--- src/rtl/ace_pkg.sv ---
// Shared types and encodings for the ACE cache-line bus controller.
package ace_pkg;

  // Controller FSM states
  typedef enum logic [2:0] {
    IDLE,
    AR_SEND,
    R_WAIT,
    AW_W_SEND,
    B_WAIT,
    DONE
  } state_t;

  // Operation captured from the cache controller
  typedef enum logic [1:0] {
    READ,
    CLEAN,
    WRITE
  } op_t;

  // Snoop encodings driven on AR/AW
  localparam logic [3:0] SNOOP_READ_SHARED  = 4'b0001;
  localparam logic [3:0] SNOOP_CLEAN_UNIQUE = 4'b1011;
  localparam logic [2:0] SNOOP_WRITE_BACK   = 3'b011;

  // Response codes on R/B
  localparam logic [1:0] RESP_OKAY   = 2'b00;
  localparam logic [1:0] RESP_EXOKAY = 2'b01;
  localparam logic [1:0] RESP_SLVERR = 2'b10;
  localparam logic [1:0] RESP_DECERR = 2'b11;

  // True for slave or decode error responses
  function automatic logic resp_is_err(input logic [1:0] resp);
    return (resp == RESP_SLVERR) || (resp == RESP_DECERR);
  endfunction

endpackage

--- src/rtl/ace_watchdog.sv ---
// Per-state cycle counter; flags expiry after TIMEOUT_CYCLES cycles in one wait state.
module ace_watchdog #(
  parameter int unsigned TIMEOUT_CYCLES = 255
) (
  input  logic clk,
  input  logic reset,
  input  logic i_active,
  input  logic i_clear,
  output logic o_expired_c
);

  localparam int unsigned CNT_W = $clog2(TIMEOUT_CYCLES + 1);

  logic [CNT_W-1:0] r_cnt;

  assign o_expired_c = i_active && (r_cnt == CNT_W'(TIMEOUT_CYCLES - 1));

  // Count cycles spent in the current wait state; restart on any state change
  always_ff @(posedge clk) begin
    if (reset || i_clear || !i_active) begin
      r_cnt <= '0;
    end else if (!o_expired_c) begin
      r_cnt <= r_cnt + CNT_W'(1);
    end
  end

endmodule

--- src/rtl/ace_controller.sv ---
// ACE single-beat line controller: ReadShared / CleanUnique / WriteBack.
// Optional watchdog enabled by defining ACE_TIMEOUT_EN.
module ace_controller
  import ace_pkg::*;
#(
  parameter int unsigned ADDR_WIDTH     = 32,
  parameter int unsigned LINE_WIDTH     = 128,
  parameter int unsigned TIMEOUT_CYCLES = 255
) (
  input  logic                  clk,
  input  logic                  reset,
  input  logic                  read_req,
  input  logic                  write_req,
  input  logic                  invalid_req,
  input  logic [ADDR_WIDTH-1:0] req_addr,
  input  logic [LINE_WIDTH-1:0] wb_data,
  output logic                  ace_ready,
  output logic [LINE_WIDTH-1:0] fill_data,
  output logic                  fill_shared,
  output logic                  fill_dirty,
  output logic                  bus_error,
  output logic [ADDR_WIDTH-1:0] araddr,
  output logic [3:0]            arsnoop,
  output logic                  arvalid,
  input  logic                  arready,
  input  logic [LINE_WIDTH-1:0] rdata,
  input  logic [3:0]            rresp,
  input  logic                  rvalid,
  output logic                  rready,
  output logic [ADDR_WIDTH-1:0] awaddr,
  output logic [2:0]            awsnoop,
  output logic                  awvalid,
  input  logic                  awready,
  output logic [LINE_WIDTH-1:0] wdata,
  output logic                  wlast,
  output logic                  wvalid,
  input  logic                  wready,
  input  logic [1:0]            bresp,
  input  logic                  bvalid,
  output logic                  bready
);

  state_t                r_state;
  state_t                w_state_nxt;
  op_t                   r_op;
  op_t                   w_op_nxt;
  logic                  w_capture;
  logic                  w_timeout;
  logic [ADDR_WIDTH-1:0] r_addr;
  logic [LINE_WIDTH-1:0] r_wdata;
  logic                  r_aw_done;
  logic                  r_w_done;
  logic                  r_err;
  logic [LINE_WIDTH-1:0] r_fill_data;
  logic                  r_fill_shared;
  logic                  r_fill_dirty;

`ifdef ACE_TIMEOUT_EN
  logic w_wd_active;
  logic w_wd_clear;

  assign w_wd_active = (r_state != IDLE) && (r_state != DONE);
  assign w_wd_clear  = (w_state_nxt != r_state);

  ace_watchdog #(
    .TIMEOUT_CYCLES(TIMEOUT_CYCLES)
  ) u_watchdog (
    .clk        (clk),
    .reset      (reset),
    .i_active   (w_wd_active),
    .i_clear    (w_wd_clear),
    .o_expired_c(w_timeout)
  );
`else
  logic w_unused_timeout;

  assign w_timeout        = 1'b0;
  assign w_unused_timeout = (TIMEOUT_CYCLES == 0);
`endif

  // State register
  always_ff @(posedge clk) begin
    if (reset) begin
      r_state <= IDLE;
    end else begin
      r_state <= w_state_nxt;
    end
  end

  // Next-state, request arbitration (write > invalidate > read)
  always_comb begin
    w_state_nxt = r_state;
    w_op_nxt    = r_op;
    w_capture   = 1'b0;
    case (r_state)
      IDLE: begin
        if (write_req) begin
          w_capture   = 1'b1;
          w_op_nxt    = WRITE;
          w_state_nxt = AW_W_SEND;
        end else if (invalid_req) begin
          w_capture   = 1'b1;
          w_op_nxt    = CLEAN;
          w_state_nxt = AR_SEND;
        end else if (read_req) begin
          w_capture   = 1'b1;
          w_op_nxt    = READ;
          w_state_nxt = AR_SEND;
        end
      end
      AR_SEND:   if (arready) w_state_nxt = R_WAIT;
      R_WAIT:    if (rvalid) w_state_nxt = DONE;
      AW_W_SEND: if (r_aw_done && r_w_done) w_state_nxt = B_WAIT;
      B_WAIT:    if (bvalid) w_state_nxt = DONE;
      DONE:      w_state_nxt = IDLE;
      default:   w_state_nxt = IDLE;
    endcase
    if (w_timeout) begin
      w_state_nxt = DONE;
    end
  end

  // Request latch, handshake flags and response capture
  always_ff @(posedge clk) begin
    if (reset) begin
      r_op          <= READ;
      r_addr        <= '0;
      r_wdata       <= '0;
      r_aw_done     <= 1'b0;
      r_w_done      <= 1'b0;
      r_err         <= 1'b0;
      r_fill_data   <= '0;
      r_fill_shared <= 1'b0;
      r_fill_dirty  <= 1'b0;
    end else begin
      if (w_capture) begin
        r_op      <= w_op_nxt;
        r_addr    <= req_addr;
        r_wdata   <= wb_data;
        r_aw_done <= 1'b0;
        r_w_done  <= 1'b0;
        r_err     <= 1'b0;
      end
      if (awvalid && awready) begin
        r_aw_done <= 1'b1;
      end
      if (wvalid && wready) begin
        r_w_done <= 1'b1;
      end
      if ((r_state == R_WAIT) && rvalid) begin
        r_fill_shared <= rresp[3];
        r_fill_dirty  <= rresp[2];
        r_err         <= resp_is_err(rresp[1:0]);
        if (r_op == READ) begin
          r_fill_data <= rdata;
        end
      end
      if ((r_state == B_WAIT) && bvalid) begin
        r_err <= resp_is_err(bresp);
      end
      if (w_timeout) begin
        r_err <= 1'b1;
      end
    end
  end

  // Bus and completion outputs decoded from registered state and flags
  assign arvalid     = (r_state == AR_SEND);
  assign araddr      = r_addr;
  assign arsnoop     = arvalid ? ((r_op == CLEAN) ? SNOOP_CLEAN_UNIQUE : SNOOP_READ_SHARED)
                               : 4'b0000;
  assign rready      = (r_state == R_WAIT);
  assign awvalid     = (r_state == AW_W_SEND) && !r_aw_done;
  assign awaddr      = r_addr;
  assign awsnoop     = (r_state == AW_W_SEND) ? SNOOP_WRITE_BACK : 3'b000;
  assign wvalid      = (r_state == AW_W_SEND) && !r_w_done;
  assign wdata       = r_wdata;
  assign wlast       = 1'b1;
  assign bready      = (r_state == B_WAIT);
  assign ace_ready   = (r_state == DONE);
  assign bus_error   = (r_state == DONE) && r_err;
  assign fill_data   = r_fill_data;
  assign fill_shared = r_fill_shared;
  assign fill_dirty  = r_fill_dirty;

endmodule

--- config.mk ---
export PLATFORM = sky130hd
export DESIGN_NAME = ace_controller
export DESIGN_NICKNAME = d
export VERILOG_FILES = /design/src/rtl/ace_pkg.sv /design/src/rtl/ace_watchdog.sv /design/src/rtl/ace_controller.sv
export SDC_FILE = /design/constraint.sdc
export NUM_CORES = 1
export LEC_CHECK = 0
export BUFFER_PORTS_ARGS = -buffer_cell sky130_fd_sc_hd__buf_2
export CAP_MARGIN = 20
export CORE_AREA = 2 2 246 248
export DETAILED_ROUTE_END_ITERATION = 12
export DIE_AREA = 0 0 248 250
export PLACE_DENSITY = 0.53
export SETUP_SLACK_MARGIN = 0.05
export SLEW_MARGIN = 0
export SYNTH_ARGS = -nofsm -noshare
export SYNTH_HDL_FRONTEND = slang
export SYNTH_SLANG_ARGS = --single-unit
export TNS_END_PERCENT = 30
--- constraint.sdc ---
create_clock -name clk -period 2 [get_ports clk]
set_input_delay 0.3 -clock clk [delete_from_list [all_inputs] [get_ports clk]]
set_output_delay 0.3 -clock clk [all_outputs]
set_load 0.005 [all_outputs]
Yosys cells after proc, flatten, opt, wreduce, memory -nomap -nowiden --
Index checks and enable logic that the tools add are counted.
Word-level totals: input port bits 304, RAM bits 0, logic and storage cells 69, latch bits 0, memories 0, memory bits (read-only) 0, bits in registers 298
Operators by class: bitwise logic cells 0, mux-type cells 23, div/mod/pow operators 0, equality and inequality tests 15, shift operators 0, $lt $le $gt $ge 0, add/subtract/negate cells 0, multiply operators 0, reductions and logical operators 21
Operators with widths (number):
- $mux 3 | 7
- $pmux 3 s5 | 1
- $mux 1 | 9
- $eq 2x2->1 const B | 4
- $logic_and 1x1->1 | 8
- $mux 2 | 4
- $mux 4 | 2
- $eq 3x2->1 const B | 2
- $eq 3x3->1 const B | 2
- $ne 2x2->1 const B | 3
- $reduce_bool 3->1 | 2
- $reduce_and 5->1 | 1
- $ne 4x4->1 const B | 1
- $reduce_bool 2->1 | 2
- $eq 3x1->1 const B | 1
- $logic_not 3->1 | 1
- $reduce_and 3->1 | 1
- $eq 2x1->1 const B | 1
- $logic_not 1->1 | 2
- $logic_not 2->1 | 1
- $logic_or 1x1->1 | 2
- $ne 2x1->1 const B | 1
- $reduce_and 2->1 | 1

Depth between registers and ports, before layout --
Gate-level depths: netlist of the first run.
depth after elaboration 7, depth in mapped cells 6

Worst setup path before layout of the first run --
Ideal clock, no wire load.
kind register to output, from reg r_state[0], to out arsnoop[3], cell stages (with the launch flop) 5, data arrival time 1393 ps, required time 1700 ps, setup slack 307 ps, cell sequence dfxtp_1 clkbuf_1 nand2b_1 nor4b_1 buf_4
On the way: longest elaborated chain between the ends 2
Ends and longest elaborated chain:
- from (decl) | RTL line ace_controller.sv:43 | state_t r_state;
- from (signal assigned) | RTL line ace_controller.sv:86 | r_state <= w_state_nxt;
- $eq 3x1->1 | RTL line ace_controller.sv:168 | assign arvalid = (r_state == AR_SEND);
- $mux 4 | RTL line ace_controller.sv:170 | assign arsnoop = arvalid ? ((r_op == CLEAN) ? SNOOP_CLEAN_UNIQUE : SNOOP_READ_SHARED)
- to (decl) | RTL line ace_controller.sv:23 | output logic [3:0] arsnoop,
Every way passes these cells.

Worst setup path in the final report of the first run --
from reg r_state[2], to out arsnoop[1]
Same word-level chain as after synthesis.

==> flow_summary.ini, run 1 <==
[outcome]
status = complete, no violations

[global_route]
gr-total-overflow = 0
met2_usage_pct = 26.2
grtUsageMet3_pct = 4.43
antenna_found_initial = 13
grt_start_max_net_pins = 108
grt_pass1_wl_mm = 76.4
busiest_layer = met2
grtUsageTotal_pct = 15.6
grt_pass1_vias = 13500
grt_use_met1_pct = 18.1

[route]
dr.first_iter.drc_count = 702
vias_per_cell = 4.63
wirelength_mm = 51.8
dr.pass1.iters = 8
wl_per_cell_um = 17.3
vias = 13900
final_antenna_net_count = 0
drc = 0

[sta]
rsz0062_at_grt = yes
clock.fmax_ghz = 0.519
worst_slew_pin_slew_ps = 598
worst_slack_ps = 72.1
maxSlewHeadroom_pct = 60.1
period_share_pct = 96.4
hold_viol = 0
setup_viol = 0
fin_crit_ps = 1930
skew_ps = 24.3
drv_slew = 0
tns_ps = 0

[placed_design]
post-dp-hpwl_mm = 36.4
pre_cts_slack_ps = 159
io_buffer_count = 635
gp_congestion = 0.912

[setup_path]
max_stage_delay_ps = 320
crit_type = reg2out
reg2reg_depth = 5
crit_required_ps = 1700
crit_arrival_ps = 1630
cp_slowest_cell = dfxtp_2
crit_chain = buf_6 -> nand2b_4 -> nor4b_4 -> buf_4 -> buf_6
crit_start = r_state[2]
r2r_slack_ps = 90
crit_path_end = arsnoop[1]
cpLargestDelayFamily = buffers and inverters
cp.depth = 5
crit_buf_inv = 3
r2r_start = r_state[2]
cp_max_fo = 3
cp_common_cell = buf_6
end_kind = output pin
start_kind = flip-flop
r2r-end = fill_data[104]

[floorplanning]
pin_count = 641
fp.dieW_um = 248
core_mm2 = 0.0596
die-area_mm2 = 0.0620
start_util_pct = 19.4
die_h_um = 250
num_rows = 90

[clock_tree]
numCtsBuffers = 35
cts_tree = built
clock-sinks = 298
clock_latency_ps = 540
cts_root_buf = clkbuf_16
path_clk_slew_ps = 60
cts_max_path_buffers = 3
cts_max_level = 2

[synthesis]
synthTopCellsByArea = dfxtp_1, a21oi_1, o21ai_0
yosysSeqAreaShare_pct = 51.5
synthSimpleGateAreaFrac_pct = 14.3
yosysTopAreaCell = dfxtp_1
synth_top_family_by_area = compound AO/OA/AOI/OAI gates
syn-cell-area_mm2 = 0.0116
synth.top_cell.area_share_pct = 51.5
synth_fa_ha_area_share_pct = 0
ys_top_cells_by_count = dfxtp_1, a21oi_1, o21ai_0, nand3_1, clkbuf_1
synthFlopType = dfxtp_1
synth_compound_area_share_pct = 26.0
syn_inst = 1423
yosysWarnings = 0
synth_xor_area_share_pct = 0
synth.most_common_cell = dfxtp_1
async_reset_ff_share_pct = 0
synth_edf_count = 0
synth.distinct_cells = 32
synth.avg_cell_area_um2 = 8.14
ys_ff_latch = 298
synthMuxAreaShare_pct = 0

[power]
p_leak_nw = 8.35
total_power_mw = 17.8
vdd_drop_max_mv = 0.627
p_per_area_mw_per_mm2 = 929

[finish]
drive_above_1_share_pct = 35.4
syn2layout_area_growth_pct = 65.1
multi_input_area_mm2 = 0.00479
final_core_util_pct = 32.1
fin_nets = 2488
regArea_mm2 = 0.00597
fill_cells = 6231

[worst_hold_path]
hp-class = in2reg

[job]
cap_violations = 0
tightest hold or removal path, stage by stage:
cell and delay [ps]:
buf_2 100, nand3_1 60, a21oi_1 60
sequential cells by signal, indices dropped and copies added (netlist names):
register,cells
r_err,1
fill_dirty,1
r_aw_done,1
araddr,32
wdata,128
fill_data,128
r_state,3
fill_shared,1
r_op,2
r_w_done,1
report_power, final:
group	switching [mW]	leakage, nW	internal [mW]
Sequential	0.382	2.44	6.58
Combinational	2.56	5.37	1.98
Clock	2.53	0.543	3.73
Total	5.48	8.35	12.3
stage by stage:
stage | instance area (um2) | hold WS [ps] | instances
after global placement | 15600 | 443 | 2701
after global routing | 19100 | 6.02 | 2992
after detailed placement | 15600 | 449 | 2701
after floorplan | 11600 | 436 | 1424
after CTS | 19000 | 0.192 | 2984
final | 19100 | 37.7 | 2996
what timing repair did:
action | CTS | global route
endpoints found under the hold margin | 217 | 0
pin swaps | 1 | 1
resized for setup | 10 | 53
setup endpoints to repair | 9 | 119
hold buffers | 217 | 0
setup buffers | 7 | 4
cloned | 0 | 0
logic make-up (layout without fill, tap and decap cells):
logic type,Yosys count,count (layout)
compound gates,596,596
flops,298,298
simple gates,322,322
buf+inv,205,987
other cells,2,11
placed cells by master (no fill, tap or decap), drive strengths merged:
| cell type | count |
|---|---|
| diode | 8 |
| a21oi | 295 |
| clkinv | 2 |
| a31oi | 1 |
| nor3 | 3 |
| nand2b | 3 |
| conb | 3 |
| nor4bb | 2 |
| or2 | 1 |
| clkbuf | 54 |
| nand3b | 3 |
| o21ai | 292 |
| a211o | 1 |
| o21ba | 1 |
| o211ai | 2 |
| bufinv | 1 |
| nand3 | 290 |
| or3 | 2 |
| nand2 | 6 |
| a211oi | 1 |
| dlygate4sd3 | 217 |
| inv | 4 |
| o221ai | 1 |
| buf | 708 |
| dfxtp | 298 |
| clkinvlp | 1 |
| nor2b | 1 |
| and2 | 2 |
| nand4bb | 1 |
| nor4b | 1 |
| a221oi | 1 |
| a21boi | 1 |
| nor2 | 5 |
| and3 | 2 |
how the worst min path moves through the flow:
stage                 from       endpoint  slack, ps  cells past startpoint
6_report       wb_data[53]      wdata[53]         40                      3
2_1_floorplan     rresp[2]     fill_dirty        440                      2
3_3_place_gp    fill_dirty     fill_dirty        440                      2
4_1_cts        wb_data[53]      wdata[53]        0.2                      3
5_1_grt          rdata[55]  fill_data[55]          6                      3
3_5_place_dp    fill_dirty     fill_dirty        450                      2
cell type report:
| type | instances | share of cell area (%) |
|---|---|---|
| inverter | 3 | 0.0720 |
| clock inverter | 5 | 0.353 |
| sequential | 298 | 31.2 |
| clock buffer | 54 | 5.49 |
| timing repair buffer | 925 | 32.6 |
| tap | 782 | 5.12 |
| multi-input combinational | 921 | 25.0 |
| antenna | 8 | 0.105 |
per-layer routing:
metal,vias up,part of all wire [%]
li1,6581,-
met1,6487,39
met2,678,48
met3,106,8.7
met4,6,4.3
met5,-,0.073
(Power assumes the default switching activity.)
==> run 2, diff against run 1 <==
--- a/config.mk
+++ b/config.mk
@@ -5,12 +5,14 @@
 export SDC_FILE = /design/constraint.sdc
 export NUM_CORES = 1
 export LEC_CHECK = 0
+export ABC_AREA = 1
 export BUFFER_PORTS_ARGS = -buffer_cell sky130_fd_sc_hd__buf_2
 export CAP_MARGIN = 20
-export CORE_AREA = 2 2 246 248
+export CORE_AREA = 2 2 250 252
 export DETAILED_ROUTE_END_ITERATION = 12
-export DIE_AREA = 0 0 248 250
-export PLACE_DENSITY = 0.53
+export DIE_AREA = 0 0 252 254
+export PLACE_DENSITY = 0.51
+export REMOVE_ABC_BUFFERS = 1
 export SETUP_SLACK_MARGIN = 0.05
 export SLEW_MARGIN = 0
 export SYNTH_ARGS = -nofsm -noshare
==> flow_summary.ini, run 2 <==
[finish]
regArea_mm2 = 0.00597
drive_above_1_share_pct = 35.9
fin_cells = 2846
final_core_util_pct = 27.1
layout_commonest_cell = buf_2
fill_cells = 6697
multi_input_area_mm2 = 0.00416
most-common-layout-cells = buf_2, nor2_1, dfxtp_1
fin_nets = 2336
syn2layout_area_growth_pct = 50.5

[synthesis]
synth.most_common_cell = nor2_1
synthFlopType = dfxtp_1
synth_edf_count = 0
yosysSeqAreaShare_pct = 54.1
async_reset_ff_share_pct = 0
ys_ff_latch = 298
synthTopCellsByArea = dfxtp_1, nor2_1, o21ai_0
synth.top_cell.area_share_pct = 54.1
yosysTopAreaCell = dfxtp_1
syn_inst = 1395
syn-cell-area_mm2 = 0.0110
ys_top_cells_by_count = nor2_1, dfxtp_1, o21ai_0, nand2_1, nand3_1
synth.distinct_cells = 20
yosysWarnings = 0
synth.avg_cell_area_um2 = 7.91

[sta]
fin_crit_ps = 1860
rsz0062_at_grt = yes
drv_slew = 0
worst_slew_pin_slew_ps = 654
maxSlewHeadroom_pct = 56.4
tns_ps = 0
clock.fmax_ghz = 0.537
skew_ps = 20.2
hold_viol = 0
period_share_pct = 93.2
setup_viol = 0

[floorplanning]
pin_count = 641
core_mm2 = 0.0613
num_rows = 91
die-area_mm2 = 0.0640
die_h_um = 254
fp.dieW_um = 252
start_util_pct = 18.0

[route]
final_antenna_net_count = 0
dr.pass1.iters = 7
wl_per_cell_um = 15.7
dr.first_iter.drc_count = 639
vias = 11900
vias_per_cell = 4.19
drc = 0
wirelength_mm = 44.7

[worst_hold_path]
hp-class = in2reg
worstHoldStart = req_addr[24]

[clock_tree]
path_clk_slew_ps = 50
postCtsSetupBuffers = 0
cts_tree = built
clock-sinks = 298
cts_root_buf = clkbuf_16
cts_max_path_buffers = 3
clock_latency_ps = 530
numCtsBuffers = 35
cts_max_level = 2

[global_route]
grt_pass1_wl_mm = 64.6
gr-total-overflow = 0
grt_pass1_vias = 11200
grt_start_max_net_pins = 133
grtUsageTotal_pct = 13.0
antenna_found_initial = 9

[placed_design]
post-dp-hpwl_mm = 34.5
io_buffer_count = 635
placed_cells = 2708
gp_congestion = 0.828

[setup_path]
crit_path_end = bready
cp_max_fo = 8
end_kind = output pin
reg2reg_depth = 9
crit_required_ps = 1700
crit_type = reg2out
crit_arrival_ps = 1560
r2r-end = fill_data[107]
start_kind = flip-flop
r2r_start = r_state[2]
r2r_slack_ps = 280
crit_start = r_state[2]

[power]
clkPwrFrac_pct = 25.6
p_int_mw = 14.8
combPwrFrac_pct = 36.6
total_power_mw = 23.6
p_per_area_mw_per_mm2 = 1420
p_leak_nw = 7.72
pwr-share-seq_pct = 37.9
vdd_drop_max_mv = 0.798
netSwitchingFraction_pct = 37.2
power_switching_mw = 8.80

[outcome]
status = complete, no violations

[job]
cap_violations = 0
[run 2: final cells by class]
| class | instances | share of cell area [%] |
|---|---|---|
| diodes | 5 | 0.0754 |
| clock buffers | 46 | 5.71 |
| clock inverters | 10 | 0.671 |
| inverters | 12 | 0.317 |
| multi-input cells | 936 | 25.1 |
| flip-flops and latches | 298 | 36.0 |
| well taps | 790 | 5.96 |
| repair buffers | 749 | 26.2 |
[run 2: stage by stage]
step | hold slack, ps | worst slack, ps | instance area [um2]
6_report | 36.5 | 137 | 16600
5_1_grt | 5.21 | 18.2 | 16600
2_1_floorplan | 369 | -6340 | 10100
3_5_place_dp | 451 | 166 | 14700
4_1_cts | 0.267 | 34.7 | 16600
3_3_place_gp | 445 | 214 | 14700
[run 2: how the worst min path moves through the flow]
stage,to,slack (ps),cells past startpoint
floorplan,fill_data[0],370,1
global placement,fill_data[112],450,2
detailed placement,fill_data[112],450,2
CTS,wdata[50],0.3,3
global route,fill_data[120],5,3
finish,araddr[24],40,3
[run 2: worst max-delay path, stage by stage (launching register included)]
cell     delay (ps)
dfxtp_1         360
buf_4           200
inv_1           100
nor3_2          210
buf_2           160
[run 2: cell families after synthesis]
family,after synthesis,synth area share [%]
simple gates,632,23.4
other cells,2,0.0681
buf+inv,162,8.73
flops,298,54.1
compound gates,301,13.7
[run 2: repair_timing]
action	CTS	global route
resized for setup	6	3
hold endpoints to repair	77	0
hold buffers	77	0
endpoints found under the setup margin	7	4
[run 2: power by group through the flow]
| stage | Combinational [mW] | Clock [mW] | Sequential (mW) |
|---|---|---|---|
| after floorplan | 3.39 | 0 | 9.19 |
| after global placement | 8.60 | 0 | 8.99 |
| after detailed placement | 8.63 | 0 | 9.07 |
| after CTS | 8.76 | 6.29 | 8.97 |
| after global routing | 9.54 | 6.52 | 9.20 |
| final | 8.64 | 6.05 | 8.95 |
[run 2: routing by layer]
layer / vias to the layer above / part of all wire, % / global-route usage (%)
li1: 5808 / - / -
met1: 5495 / 38 / 13.9
met2: 538 / 49 / 23.0
met3: 72 / 9.6 / 4.79
met4: 6 / 3.6 / 5.44
met5: - / 0.078 / 0
==> run 3, diff against run 2 <==
--- a/config.mk
+++ b/config.mk
@@ -11,6 +11,7 @@
 export CORE_AREA = 2 2 250 252
 export DETAILED_ROUTE_END_ITERATION = 12
 export DIE_AREA = 0 0 252 254
+export MAX_ROUTING_LAYER = met4
 export PLACE_DENSITY = 0.51
 export REMOVE_ABC_BUFFERS = 1
 export SETUP_SLACK_MARGIN = 0.05
==> flow_summary.ini, run 3 (same netlist as run 2, synthesis figures left out) <==
[power]
netSwitchingFraction_pct = 37.3
power_switching_mw = 8.82
vdd_drop_max_mv = 0.799
p_per_area_mw_per_mm2 = 1430
clkPwrFrac_pct = 25.6
total_power_mw = 23.7
p_leak_nw = 7.72
pwr-share-seq_pct = 37.8
combPwrFrac_pct = 36.6
p_int_mw = 14.8

[clock_tree]
clock_latency_ps = 530
cts_max_path_buffers = 3
cts_tree = built
cts_max_level = 2
cts_root_buf = clkbuf_16
clock-sinks = 298
numCtsBuffers = 35
path_clk_slew_ps = 50
postCtsSetupBuffers = 0

[floorplanning]
die_h_um = 254
core_mm2 = 0.0613
num_rows = 91
die-area_mm2 = 0.0640
pin_count = 641
fp.dieW_um = 252
start_util_pct = 18.0

[finish]
drive_above_1_share_pct = 35.9
syn2layout_area_growth_pct = 50.5
fin_cells = 2848
fin_nets = 2336
layout_commonest_cell = buf_2
final_core_util_pct = 27.1
most-common-layout-cells = buf_2, nor2_1, dfxtp_1

[sta]
setup_viol = 0
worst_slew_pin_slew_ps = 640
tns_ps = 0
period_share_pct = 93.7
drv_slew = 0
fin_crit_ps = 1870
hold_viol = 0
maxSlewHeadroom_pct = 57.3
rsz0062_at_grt = yes
skew_ps = 20.4
clock.fmax_ghz = 0.534

[worst_hold_path]
hp-class = in2reg
holdPathEnd = araddr[24]
worstHoldPathCells = 3
worstHoldStart = req_addr[24]

[global_route]
grt_pass1_wl_mm = 64.6
antenna_found_initial = 8
gr-total-overflow = 0
grt_start_max_net_pins = 133
grt_pass1_vias = 11200
grtUsageTotal_pct = 13.4

[route]
vias = 11900
vias_per_cell = 4.18
dr.first_iter.drc_count = 606
wirelength_mm = 44.7
final_antenna_net_count = 0
drc = 0
wl_per_cell_um = 15.7
dr.pass1.iters = 5

[placed_design]
io_buffer_count = 635
gp_congestion = 0.841
placed_cells = 2708
post-dp-hpwl_mm = 34.5

[setup_path]
r2r_slack_ps = 280
crit_chain = buf_4 -> inv_1 -> nor3_2 -> buf_2
start_kind = flip-flop
cpLargestDelayFamily = buffers and inverters
crit_arrival_ps = 1570
crit_buf_inv = 3
crit_type = reg2out
crit_required_ps = 1700
end_kind = output pin
r2r-end = fill_data[48]
reg2reg_depth = 9
r2r_start = r_state[2]
cp_max_fo = 8
cp_slowest_cell = dfxtp_1
max_stage_delay_ps = 360

[job]
cap_violations = 0

[outcome]
status = complete, no violations
## run 3: cell count changes in the layout (fill, tap and decap cells not counted)
cell	change
diode_2	+2
## run 3: cell type report
type | instances | area, um2
Tap cell | 790 | 988
Timing Repair Buffer | 749 | 4350
Clock inverter | 10 | 111
Sequential cell | 298 | 5970
Clock buffer | 46 | 947
Antenna cell | 7 | 17.5
Fill cell | 6702 | 44700
Inverter | 12 | 52.6
Multi-Input combinational cell | 936 | 4160
## run 3: per-stage QoR
step                      hold WS (ps)  setup slack [ps]  area, um2
after floorplan                    369             -6340      10100
after global placement             445               214      14700
after detailed placement           451               166      14700
after CTS                        0.267              34.7      16600
after global routing              4.10              18.2      16600
final                             38.5               127      16600
## run 3: worst max-delay path by stage
stage               startpoint             to  slack [ps]  depth (start not counted)
finish              r_state[2]         bready         130                          4
global route        r_state[2]        awvalid          20                          5
CTS                 r_state[1]        awvalid          30                          5
detailed placement  r_state[1]  fill_data[48]         170                          9
global placement    r_state[1]  fill_data[35]         210                          9
floorplan              r_op[0]   fill_data[0]       -6340                          4
## run 3: repair_timing
item / 4_1_cts / 5_1_grt
hold buffers: 77 / 0
resized for setup: 6 / 3
pin swaps: 0 / 0
hold endpoints to repair: 77 / 0
gates cloned: 0 / 0
endpoints found under the setup margin: 7 / 4
## run 3: metal layers
layer	global-route usage, %	share of wire, %	vias to the layer above
met4	5.39	3.6	0
met3	4.35	9.3	60
met2	23.0	49	561
li1	-	-	5810
met1	14.3	38	5466
met5	-	0	-
## run 3: power by group through the flow
stage	clock network (mW)	registers [mW]	logic (mW)
floorplan	0	9.19	3.39
global route	6.51	9.20	9.54
CTS	6.29	8.97	8.76
global placement	0	8.99	8.60
detailed placement	0	9.07	8.63
finish	6.05	8.95	8.66
## run 3: tightest hold or removal path, delay by kind of cell
kind	cells	cell delay (ps)
buffers and inverters	1	70
AND/OR/NAND/NOR	1	80
AO/OA/AOI/OAI	1	70
